## config.mk

```make
export PLATFORM = sky130hd
export DESIGN_NAME = du_rx_loader
export DESIGN_NICKNAME = d
export VERILOG_FILES = /design/src/rtl/du_rx_loader.sv
export SDC_FILE = /design/constraint.sdc
export NUM_CORES = 1
export LEC_CHECK = 0
export CAP_MARGIN = 20
export CORE_MARGIN = 5
export CORE_UTILIZATION = 30
export DETAILED_ROUTE_END_ITERATION = 8
export GPL_TIMING_DRIVEN = 0
export MAX_ROUTING_LAYER = met4
export PLACE_DENSITY = 0.56
export SYNTH_ARGS = -nofsm -noshare
export SYNTH_HDL_FRONTEND = slang
export SYNTH_SLANG_ARGS = --single-unit
```

## constraint.sdc

```tcl
create_clock -name i_clock -period 3.05 [get_ports i_clock]
set_input_delay 0.61 -clock i_clock [delete_from_list [all_inputs] [get_ports i_clock]]
set_output_delay 0.61 -clock i_clock [all_outputs]
set_load 0.005 [all_outputs]
```

## src/rtl/du_rx_loader.sv

```systemverilog
// UART byte-stream loader: decodes an instruction count, LSB-first 32-bit
// instruction words with write addresses, and debug-unit mode commands.
module du_rx_loader #(
  parameter int NB_DATA = 32,
  parameter int N_BITS  = 8,
  parameter int N_BYTES = NB_DATA / N_BITS,
  parameter int NB_ADDR = 8
) (
  input  logic               i_clock,
  input  logic               i_reset,
  input  logic               i_rx_done,
  input  logic [N_BITS-1:0]  i_rx_data,
  input  logic               i_mode_enable,
  input  logic               i_reload,
  output logic [N_BITS-1:0]  o_count,
  output logic               o_count_valid,
  output logic [NB_DATA-1:0] o_instruction,
  output logic [NB_ADDR-1:0] o_inst_addr,
  output logic               o_inst_valid,
  output logic               o_load_done,
  output logic [N_BITS-1:0]  o_mode,
  output logic               o_mode_valid,
  output logic               o_mode_drop,
  output logic [2:0]         o_state
);
  localparam logic [2:0] COUNT = 3'b001;
  localparam logic [2:0] LOAD  = 3'b010;
  localparam logic [2:0] MODE  = 3'b100;

  localparam int NB_IDX = (N_BYTES > 1) ? $clog2(N_BYTES) : 1;
  localparam logic [NB_IDX-1:0] LAST_IDX = NB_IDX'(N_BYTES - 1);

  logic [2:0]                      r_state;
  logic [NB_IDX-1:0]               r_byte_idx;
  logic [NB_ADDR-1:0]              r_loaded;
  logic [N_BYTES-1:0][N_BITS-1:0]  r_word;
  logic [N_BITS-1:0]               r_count;
  logic                            r_count_valid;
  logic [NB_DATA-1:0]              r_instruction;
  logic [NB_ADDR-1:0]              r_inst_addr;
  logic                            r_inst_valid;
  logic                            r_load_done;
  logic [N_BITS-1:0]               r_mode;
  logic                            r_mode_valid;
  logic                            r_mode_drop;

  logic [N_BYTES-1:0][N_BITS-1:0]  w_word;
  logic                            w_word_done;
  logic [NB_ADDR-1:0]              w_loaded_nx;
  logic                            w_last_inst;

  // Each lane takes the incoming byte only when the byte index points at it.
  genvar k;
  generate
    for (k = 0; k < N_BYTES; k++) begin : g_lane
      assign w_word[k] = (r_byte_idx == NB_IDX'(k)) ? i_rx_data : r_word[k];
    end
  endgenerate

  assign w_word_done = (r_byte_idx == LAST_IDX);
  assign w_loaded_nx = r_loaded + 1'b1;
  assign w_last_inst = (w_loaded_nx == NB_ADDR'(r_count));

  always_ff @(posedge i_clock or negedge i_reset) begin
    if (!i_reset) begin
      r_state       <= COUNT;
      r_byte_idx    <= '0;
      r_loaded      <= '0;
      r_word        <= '0;
      r_count       <= '0;
      r_count_valid <= 1'b0;
      r_instruction <= '0;
      r_inst_addr   <= '0;
      r_inst_valid  <= 1'b0;
      r_load_done   <= 1'b0;
      r_mode        <= '0;
      r_mode_valid  <= 1'b0;
      r_mode_drop   <= 1'b0;
    end else begin
      r_count_valid <= 1'b0;
      r_inst_valid  <= 1'b0;
      r_mode_valid  <= 1'b0;
      r_mode_drop   <= 1'b0;
      // Reload beats a coincident byte; the byte is simply lost.
      if (i_reload) begin
        r_state     <= COUNT;
        r_byte_idx  <= '0;
        r_loaded    <= '0;
        r_load_done <= 1'b0;
      end else if (i_rx_done) begin
        case (r_state)
          COUNT: begin
            r_count       <= i_rx_data;
            r_count_valid <= 1'b1;
            r_byte_idx    <= '0;
            r_loaded      <= '0;
            r_load_done   <= (i_rx_data == '0);
            r_state       <= (i_rx_data == '0) ? MODE : LOAD;
          end
          LOAD: begin
            r_word     <= w_word;
            r_byte_idx <= w_word_done ? '0 : r_byte_idx + 1'b1;
            if (w_word_done) begin
              r_instruction <= w_word;
              r_inst_addr   <= r_loaded;
              r_inst_valid  <= 1'b1;
              r_loaded      <= w_loaded_nx;
              if (w_last_inst) begin
                r_load_done <= 1'b1;
                r_state     <= MODE;
              end
            end
          end
          MODE: begin
            if (i_mode_enable) begin
              r_mode       <= i_rx_data;
              r_mode_valid <= 1'b1;
            end else begin
              r_mode_drop  <= 1'b1;
            end
          end
          default: r_state <= COUNT;
        endcase
      end
    end
  end

  assign o_count       = r_count;
  assign o_count_valid = r_count_valid;
  assign o_instruction = r_instruction;
  assign o_inst_addr   = r_inst_addr;
  assign o_inst_valid  = r_inst_valid;
  assign o_load_done   = r_load_done;
  assign o_mode        = r_mode;
  assign o_mode_valid  = r_mode_valid;
  assign o_mode_drop   = r_mode_drop;
  assign o_state       = r_state;

endmodule

```

### Yosys cells after proc, flatten, opt, wreduce, memory -nomap -nowiden

Cells that the tools add are included.

* add/subtract/negate cells: 2
* mux-type cells: 38
* reductions and logical operators: 12
* equal/unequal tests: 10
* bitwise gates (word level): 1

Operator list (count)
* 8-bit 2-to-1 mux: 7
* 1-bit 2-to-1 mux: 19
* 8-bit one-hot mux with 2 select lines: 1
* 4-bit AND reduction: 4
* 3-bit 2-to-1 mux: 5
* 3-bit one-hot mux with 3 select lines: 1
* 3-bit AND reduction: 3
* 8-bit by 1-bit adder with 8-bit output (second input constant): 1
* 8-bit equality test: 1
* 8-bit logical NOT: 1
* 2-bit 2-to-1 mux: 3
* 3-bit != test (second input constant): 2
* 2-bit equality test (second input constant): 2
* 2-bit one-hot mux with 2 select lines: 1
* 3-bit by 1-bit equality test with 1-bit output (second input constant): 1
* 3-bit by 2-bit equality test with 1-bit output (second input constant): 1
* 3-bit equality test (second input constant): 1
* 3-bit nonzero test: 1
* 2-bit by 1-bit adder with 2-bit output (second input constant): 1
* 2-bit by 1-bit equality test with 1-bit output (second input constant): 1
* 2-bit logical NOT: 1
* 2-bit != test (second input constant): 1
* 1-bit one-hot mux with 2 select lines: 1
* 2-bit AND reduction: 1
* 2 further kinds: 2

* bits of input ports: 13
* register bits after elaboration: 106
* word-level logic and storage cells: 79
* output and inout port bits: 64

### Longest topological paths before layout

Gate-level depths: netlist of run 1.

* word-level depth: 7
* depth in mapped cells: 9
* depth with buffers taken out: 8

### Worst setup path before layout of run 1

OpenSTA, ideal clock, no wires.

* kind: register to register
* from: register r_loaded[0]
* to: register r_load_done, in the netlist o_load_done
* data required time: 2923 ps
* period minus slack after synthesis: 2060 ps
* data arrival time: 1932 ps
* stages on the path, launching flop included: 10
* path slack: 990 ps
* setup time: 127 ps
* buffers on the path: 1
* path through: dfrtp_1 > ha_1 > buf_2 > nand3_1 > mux2i_1 > o2111ai_1 > nor4_1 > o21ai_1 > a21oi_2 > mux2_1

* cells in the longest elaborated chain, start to end: 4

Ends and longest elaborated chain
* start: declaration: line 35 `logic [NB_ADDR-1:0] r_loaded;`
* start signal: assignment: line 107 `r_loaded <= w_loaded_nx;`
* 8-bit by 1-bit adder with 8-bit output: line 61 `assign w_loaded_nx = r_loaded + 1'b1;`
* 8-bit equality test: line 62 `assign w_last_inst = (w_loaded_nx == NB_ADDR'(r_count));`
* 3-bit != test (no source line)
* 4-bit AND reduction (no source line)
* end signal: assignment: line 97 `r_load_done <= (i_rx_data == '0);`
* end: declaration: line 42 `logic r_load_done;`

Every way passes these cells.
A chain may end at the register's enable or synchronous reset.

### Final worst setup path of run 1

* from: input i_reload
* to: register r_instruction[13], in the netlist o_instruction[13]

* cells in the longest elaborated chain, start to end: 2

Ends and longest elaborated chain
* start: declaration: line 14 `input logic i_reload,`
* 1-bit inverter (no source line)
* 4-bit AND reduction (no source line)
* end signal: assignment: line 104 `r_instruction <= w_word;`
* end: declaration: line 39 `logic [NB_DATA-1:0] r_instruction;`

Every way passes these cells.

==> flow_summary.rst, run 1 <==
.. list-table::
   :header-rows: 1

   * - Metric
     - Value
   * - Overall routed net length
     - 11650 um
   * - Synth cell types
     - 46
   * - Total number of yosys warnings
     - 0
   * - Most instantiated flip-flop cell in the synthesis netlist
     - sky130_fd_sc_hd__dfrtp_1
   * - Fraction of layout cells with a size suffix above 1
     - 0.1389
   * - Remaining routing DRC violations
     - 0
   * - Antenna violations before repair
     - 0
   * - Hold Vio Cnt, Final
     - 0
   * - Final Slew Violations
     - 0
   * - Starting density of the core
     - 0.3048
   * - Maximum clock rate
     - 417.7 MHz
   * - Run status
     - complete, no violations
   * - Share of the synthesized area in the top cell type
     - 0.5500
   * - First-pass GRT wire length
     - between 15000 and 20000 um
   * - Leak Pwr
     - around 0.0027 uW
   * - Ranking of synthesized cells by area
     - sky130_fd_sc_hd__dfrtp_1 (55%), sky130_fd_sc_hd__mux2_2 (8.2%), sky130_fd_sc_hd__nand2_1 (7.3%)
   * - Headroom to the max-slew limit
     - 0.5312
   * - Diode insertion count for antenna repair
     - 0
   * - Maximum clock path buffer count
     - 2
   * - Clock tree from TritonCTS
     - built
   * - Number of global-route vias before repair
     - roughly 3400
   * - Clock transition at the registers of the reported paths
     - 0.07 ns
   * - Power density of the placed cells
     - 552.5 mW/mm^2
   * - Global router's overall resource usage
     - 0.1405
   * - Kind of end point of the critical path
     - flip-flop
   * - Fin Clk Skew
     - approximately 0.011 ns
   * - Clock period minus worst slack
     - 2.394 ns
   * - Floorplan die height
     - 131.3 um
   * - Type of element launching the critical path
     - input pin
   * - Total I/O pin count
     - 77
   * - Reg-to-reg critical path startpoint
     - r_loaded[0]
   * - Hold Buf Count CTS
     - 0
   * - Number of CTS-inserted buffers
     - 9
   * - Global placer's final weighted congestion
     - a little under 0.9
   * - Register bit total from synthesis
     - 98
   * - Clock insertion delay at the later pin of the skew report
     - between 0.3 and 0.4 ns
   * - Overflow left after global routing
     - 0
   * - Post-synth design cell area
     - 0.004413 mm^2
   * - Count of cells along the worst register-to-register path
     - 9
   * - Iteration count of the initial detailed-routing pass
     - 4
   * - Final period utilization
     - 0.7849
   * - Critical Path Fanout Max
     - 10
   * - Inst Count DP
     - between 600 and 700
   * - Ranking of synthesized cells by instance count
     - sky130_fd_sc_hd__dfrtp_1 (97), sky130_fd_sc_hd__nand2_1 (86), sky130_fd_sc_hd__nor2_1 (34)
   * - Post-CTS resize count
     - 0
   * - Residual antenna-violating net count after detailed routing
     - 0
   * - Detailed-placement wirelength estimate
     - 8027 um
   * - Class of the most critical setup path
     - in2reg
   * - Setup slack on the worst flop-to-flop path
     - between 0.6 and 0.7 ns
   * - Number of clock sinks seen by CTS
     - 98
   * - Endpoint of the worst-slack reg-to-reg timing path
     - o_load_done
   * - Proportion of synthesized chip area in sequential cells
     - 0.5560
   * - Initial detailed-routing violation count
     - 243
   * - Most frequently used cell type in the post-synthesis netlist
     - sky130_fd_sc_hd__dfrtp_1
   * - Max IR drop VDD
     - about 0.28 mV
   * - Worst Path Arrival
     - around 2.6 ns
   * - Count of vias placed by the detailed router
     - 3240
   * - Number of cells produced by synthesis
     - 420
   * - Slew at the pin closest to its max-slew limit
     - 0.7032 ns
   * - Unrepaired setup endpoints after global routing
     - no
   * - Total setup buffers inserted after CTS
     - 0
   * - Largest net degree at the start of global routing
     - 53
   * - X dimension of the die
     - about 130 um
   * - Number of enable-type register cells in the synthesized netlist
     - 0
   * - Net count after synthesis
     - roughly 440
   * - Fin cells
     - about 690
   * - Average cell area after synthesis
     - 10.51 um^2
   * - Post-layout instance area
     - approximately 0.0056 mm^2
   * - # nets final
     - about 520
   * - Growth of design area from synthesis to finish
     - 27.36%
   * - Placeable core region
     - approximately 0.014 mm^2
   * - Fraction of registers with async set/reset
     - 1.000
   * - Top cell type by total area after synthesis
     - sky130_fd_sc_hd__dfrtp_1
   * - Area of the die
     - between 0.015 and 0.02 mm^2
   * - Total Negative Setup Slacks
     - 0 ns
   * - Min-Delay Path Class
     - in2async
   * - Cell area after placement
     - roughly 0.0053 mm^2
   * - Clock tree root buffer cell
     - sky130_fd_sc_hd__clkbuf_16
   * - Final setup violation count
     - 0
   * - Max-cap check violation count
     - 0
   * - Clock H-tree levels
     - 3
   * - Placement Rows
     - 44
   * - Mean number of vias per cell
     - between 4 and 5
   * - Count of input and output buffers
     - 67
   * - Average wire per standard cell
     - about 17 um
   * - Worst EP required
     - approximately 3.3 ns
sequential cells by signal, indices dropped and copies added (netlist names):
name	count
o_inst_valid	1
o_instruction	32
r_loaded	8
r_word	24
o_inst_addr	8
o_mode	8
o_mode_valid	1
r_byte_idx	2
o_count	8
o_count_valid	1
o_load_done	1
o_state	3
o_mode_drop	1
power breakdown:
part / leakage [uW] / switching (uW) / internal (uW) / total, uW
clock network: 0.000136 / 511 / 580 / 1090
registers: 0.00134 / 104 / 1410 / 1510
logic: 0.00118 / 216 / 285 / 501
cell type report:
type | instances | area, um^2
multi-input combinational | 288 | 1803
clock buffer | 11 | 242.7
sequential | 98 | 2454
clock inverter | 5 | 38.79
fill | 1403 | 8859
buffer | 28 | 133.9
timing repair buffer | 68 | 695.7
inverter | 6 | 22.52
tap | 184 | 230.2
placed cells by master (no fill, tap or decap), types with 5 or more instances in the layout:
| cell | instances |
|---|---|
| sky130_fd_sc_hd__dfrtp_1 | 97 |
| sky130_fd_sc_hd__nand2_1 | 86 |
| sky130_fd_sc_hd__clkdlybuf4s50_1 | 66 |
| sky130_fd_sc_hd__nor2_1 | 34 |
| sky130_fd_sc_hd__mux2_2 | 32 |
| sky130_fd_sc_hd__a21oi_1 | 28 |
| sky130_fd_sc_hd__mux2i_1 | 25 |
| sky130_fd_sc_hd__o21ai_0 | 13 |
| sky130_fd_sc_hd__clkbuf_1 | 11 |
| sky130_fd_sc_hd__buf_2 | 11 |
| sky130_fd_sc_hd__nand3_1 | 9 |
| sky130_fd_sc_hd__clkbuf_16 | 9 |
| sky130_fd_sc_hd__xnor2_1 | 7 |
| sky130_fd_sc_hd__nand2b_1 | 6 |
| sky130_fd_sc_hd__ha_1 | 5 |
worst max-delay path, cell delays in order:
cell and delay (ns):
sky130_fd_sc_hd__clkdlybuf4s50_1 0.57, sky130_fd_sc_hd__nor3_4 0.31, sky130_fd_sc_hd__and2_1 0.16, sky130_fd_sc_hd__buf_2 0.17
sky130_fd_sc_hd__nand2_2 0.14, sky130_fd_sc_hd__inv_2 0.16, sky130_fd_sc_hd__buf_4 0.22, sky130_fd_sc_hd__buf_4 0.20
sky130_fd_sc_hd__a21oi_1 0.08
worst max path at each step:
stage,to,cells past startpoint,slack (ns),start
final,o_instruction[13],9,0.66,i_reload
after detailed placement,o_instruction[13],9,0.29,i_reload
after global placement,o_instruction[12],1,-2.31,i_reset
after global routing,o_load_done,9,0.52,r_loaded[0]
after CTS,o_load_done,9,0.63,r_loaded[0]
after floorplan,o_load_done,9,0.99,r_loaded[0]
cells by family (layout without fill, tap and decap cells):
family	count (synthesis)	count (layout)	share of synthesized area
flops	98	98	0.5560
compound gates	54	54	0.06918
buf+inv	34	118	0.03544
mux	58	58	0.1409
xor+xnor	11	11	0.02183
simple gates	160	160	0.1625
fa+ha+maj	5	5	0.01418
through the flow:
stage / power (uW) / hold slack, ns / util / setup slack (ns)
after floorplan: 1789 / 0.3144 / - / 0.9903
after global placement: 2017 / 0.4583 / 0.3670 / -2.310
after detailed placement: 2042 / 0.4642 / 0.3687 / 0.2899
after CTS: 3144 / 0.3294 / 0.3882 / 0.6305
after global routing: 3244 / 0.3679 / 0.3882 / 0.5164
final: 3105 / 0.3059 / 0.3882 / 0.6562
layer usage:
metal | vias to the layer above | wire (um) | track usage | part of all wire
li1 | 1554 | - | - | -
met1 | 1601 | 5100 | 0.1666 | 0.44
met2 | 70 | 5720 | 0.2271 | 0.49
met3 | 15 | 585 | 0.03402 | 0.050
met4 | 0 | 238 | 0.06286 | 0.020
met5 | - | 0 | - | 0
Power figures use the tool's default switching activity.
==> run 2, diff against run 1 <==
Clock period 3.05 ns to 2.28 ns, I/O delays scaled along.
==> flow_summary.rst, run 2 (same netlist as run 1, synthesis figures left out) <==
.. list-table::
   :header-rows: 1

   * - Metric
     - Value
   * - Run status
     - complete, no violations
   * - Total Negative Setup Slacks
     - 0 ns
   * - Max-cap check violation count
     - 0
   * - Max IR drop VDD
     - around 0.38 mV
   * - Slew at the pin closest to its max-slew limit
     - 0.6996 ns
   * - Residual antenna-violating net count after detailed routing
     - 0
   * - Clock tree root buffer cell
     - sky130_fd_sc_hd__clkbuf_16
   * - Max FFs per register
     - 32
   * - Initial detailed-routing violation count
     - ~220
   * - Headroom to the max-slew limit
     - 0.5336
   * - Remaining routing DRC violations
     - 0
   * - Worst Setup Slack, final
     - 0.1039 ns
   * - Global router's overall resource usage
     - 0.1411
   * - # nets final
     - between 500 and 600
   * - Largest net degree at the start of global routing
     - 53
   * - Leak Pwr
     - about 0.0027 uW
   * - Worst EP required
     - 2.51 ns
   * - Most common cell type on the critical path
     - sky130_fd_sc_hd__buf_4
   * - Met1 Usage GRT
     - 0.1666
   * - Most used routing layer in global routing
     - met2
   * - Overflow left after global routing
     - 0
   * - Final Slew Violations
     - 0
   * - Growth of design area from synthesis to finish
     - 28.75%
   * - Global placer's final weighted congestion
     - between 0.8 and 0.9
   * - Worst Path Arrival
     - 2.41 ns
   * - Critical Path Fanout Max
     - 10
   * - Maximum clock path buffer count
     - 2
   * - Total power
     - between 4000 and 5000 uW
   * - Maximum clock rate
     - about 460 MHz
   * - Final setup violation count
     - 0
   * - Inst Count DP
     - ~670
   * - Floorplan die height
     - approximately 130 um
   * - Area of the die
     - roughly 0.017 mm^2
   * - First-pass GRT wire length
     - about 19000 um
   * - Kind of end point of the critical path
     - flip-flop
   * - Critical path's top delay family
     - buffers and inverters
   * - Clock transition at the registers of the reported paths
     - 0.07 ns
   * - Fin Clk Skew
     - about 0.011 ns
   * - Met3 Use GR
     - 0.03402
   * - Number of global-route vias before repair
     - between 3000 and 4000
   * - X dimension of the die
     - 131.3 um
   * - Average wire per standard cell
     - between 15 and 20 um
   * - Power density of the placed cells
     - 734.1 mW/mm^2
   * - Final period utilization
     - 0.9544
   * - Clock H-tree levels
     - 3
   * - Iteration count of the initial detailed-routing pass
     - 4
   * - Setup slack at placement
     - -0.3261 ns
   * - Placeable core region
     - 0.01448 mm^2
   * - Clock period minus worst slack
     - around 2.2 ns
   * - Overall routed net length
     - between 10000 and 15000 um
   * - Clock tree from TritonCTS
     - built
   * - Number of CTS-inserted buffers
     - 9
   * - Total I/O pin count
     - 77
   * - Maximum cell stage delay along the critical path
     - ~0.57 ns
   * - Slowest-stage cell, CP
     - sky130_fd_sc_hd__clkdlybuf4s50_1
   * - Placement Rows
     - 44
   * - Hold Vio Cnt, Final
     - 0
   * - Antenna violations before repair
     - 0
   * - Buf/Inv on CP
     - 5
   * - Min-Delay Path Class
     - in2async
   * - Commonest non-fill, non-tap cells in the layout
     - sky130_fd_sc_hd__dfrtp_1 (96), sky130_fd_sc_hd__nand2_1 (86), sky130_fd_sc_hd__clkdlybuf4s50_1 (66), sky130_fd_sc_hd__nor2_1 (34), sky130_fd_sc_hd__mux2_2 (32)
   * - Clock insertion delay at the later pin of the skew report
     - 0.35 ns
   * - Starting density of the core
     - 0.3048
   * - Diode insertion count for antenna repair
     - 0
   * - Count of input and output buffers
     - 67
   * - Fin cells
     - 692
   * - Fraction of layout cells with a size suffix above 1
     - 0.1555
   * - Number of clock sinks seen by CTS
     - 98
   * - Type of element launching the critical path
     - input pin
   * - Mean number of vias per cell
     - about 4.8
   * - Detailed-placement wirelength estimate
     - 8027 um
   * - Most common cell after layout, fill and taps aside
     - sky130_fd_sc_hd__dfrtp_1
   * - Global-route track usage on met2
     - 0.2291
   * - Class of the most critical setup path
     - in2reg
   * - Worst path cell trace
     - clkdlybuf4s50_1 -> nor3_4 -> and2_1 -> buf_2 -> nand2_2 -> inv_2 -> buf_4 -> buf_4 -> a21oi_1
   * - Count of vias placed by the detailed router
     - 3303
[run 2: per-stage QoR]
| step | cell area [um^2] | hold slack [ns] | utilization |
|---|---|---|---|
| 5_1_grt | 5682 | 0.2139 | 0.3924 |
| 6_report | 5682 | 0.1544 | 0.3924 |
| 3_5_place_dp | 5339 | 0.4642 | 0.3687 |
| 4_1_cts | 5653 | 0.1754 | 0.3904 |
| 3_3_place_gp | 5314 | 0.4583 | 0.3670 |
| 2_1_floorplan | 4413 | 0.1604 | - |
[run 2: per-layer routing]
metal / part of all wire / routed length [um]
met1: 0.44 / 5163
met4: 0.025 / 294
met3: 0.052 / 607
met2: 0.49 / 5719
met5: 0 / 0
[run 2: path summary, 6_finish.rpt]
kind / from / to / slack (ns) / cells past startpoint
min in group i_clock: i_rx_done / o_mode_drop / 0.46 / 3
hold / removal: i_reset / o_count_valid / 0.15 / 1
setup / recovery: i_reload / o_instruction[13] / 0.10 / 9
setup reg to reg: r_loaded[0] / o_load_done / 0.14 / 9
hold reg to reg: o_inst_addr[6] / o_inst_addr[6] / 0.47 / 2
max in group asynchronous: i_reset / o_instruction[28] / 1.45 / 2
[run 2: area by class of cell]
cell class	instances	area [um^2]
plain buffers	27	128.9
inverters	6	22.52
fillers	1388	8797
clock inverters	5	38.79
clock buffers	11	242.7
multi-input cells	288	1831
repair buffers	73	733.2
flip-flops and latches	98	2455
well taps	184	230.2
[run 2: report_power, final]
part,leakage [uW],internal (uW),switching [uW]
clock network,0.000136,776,682
registers,0.00134,1880,141
logic,0.00120,387,301
total,0.00267,3050,1120
[run 2: worst register-to-register path, cell delays in order, from the launching register on]
cell	delay, ns
sky130_fd_sc_hd__dfrtp_2	0.39
sky130_fd_sc_hd__buf_4	0.15
sky130_fd_sc_hd__and3_1	0.17
sky130_fd_sc_hd__buf_6	0.12
sky130_fd_sc_hd__nand3_2	0.10
sky130_fd_sc_hd__xnor2_1	0.16
sky130_fd_sc_hd__nor4_2	0.35
sky130_fd_sc_hd__o21ai_2	0.13
sky130_fd_sc_hd__a21oi_2	0.15
sky130_fd_sc_hd__mux2_1	0.32
[run 2: repair_timing]
| item | CTS | global route |
|---|---|---|
| hold endpoints to repair | 0 | 0 |
| setup buffers | 3 | 2 |
| pin swaps | 1 | 3 |
| hold buffers | 0 | 0 |
| cloned | 0 | 0 |
| endpoints found under the setup margin | 1 | 14 |
| resized for setup | 4 | 2 |
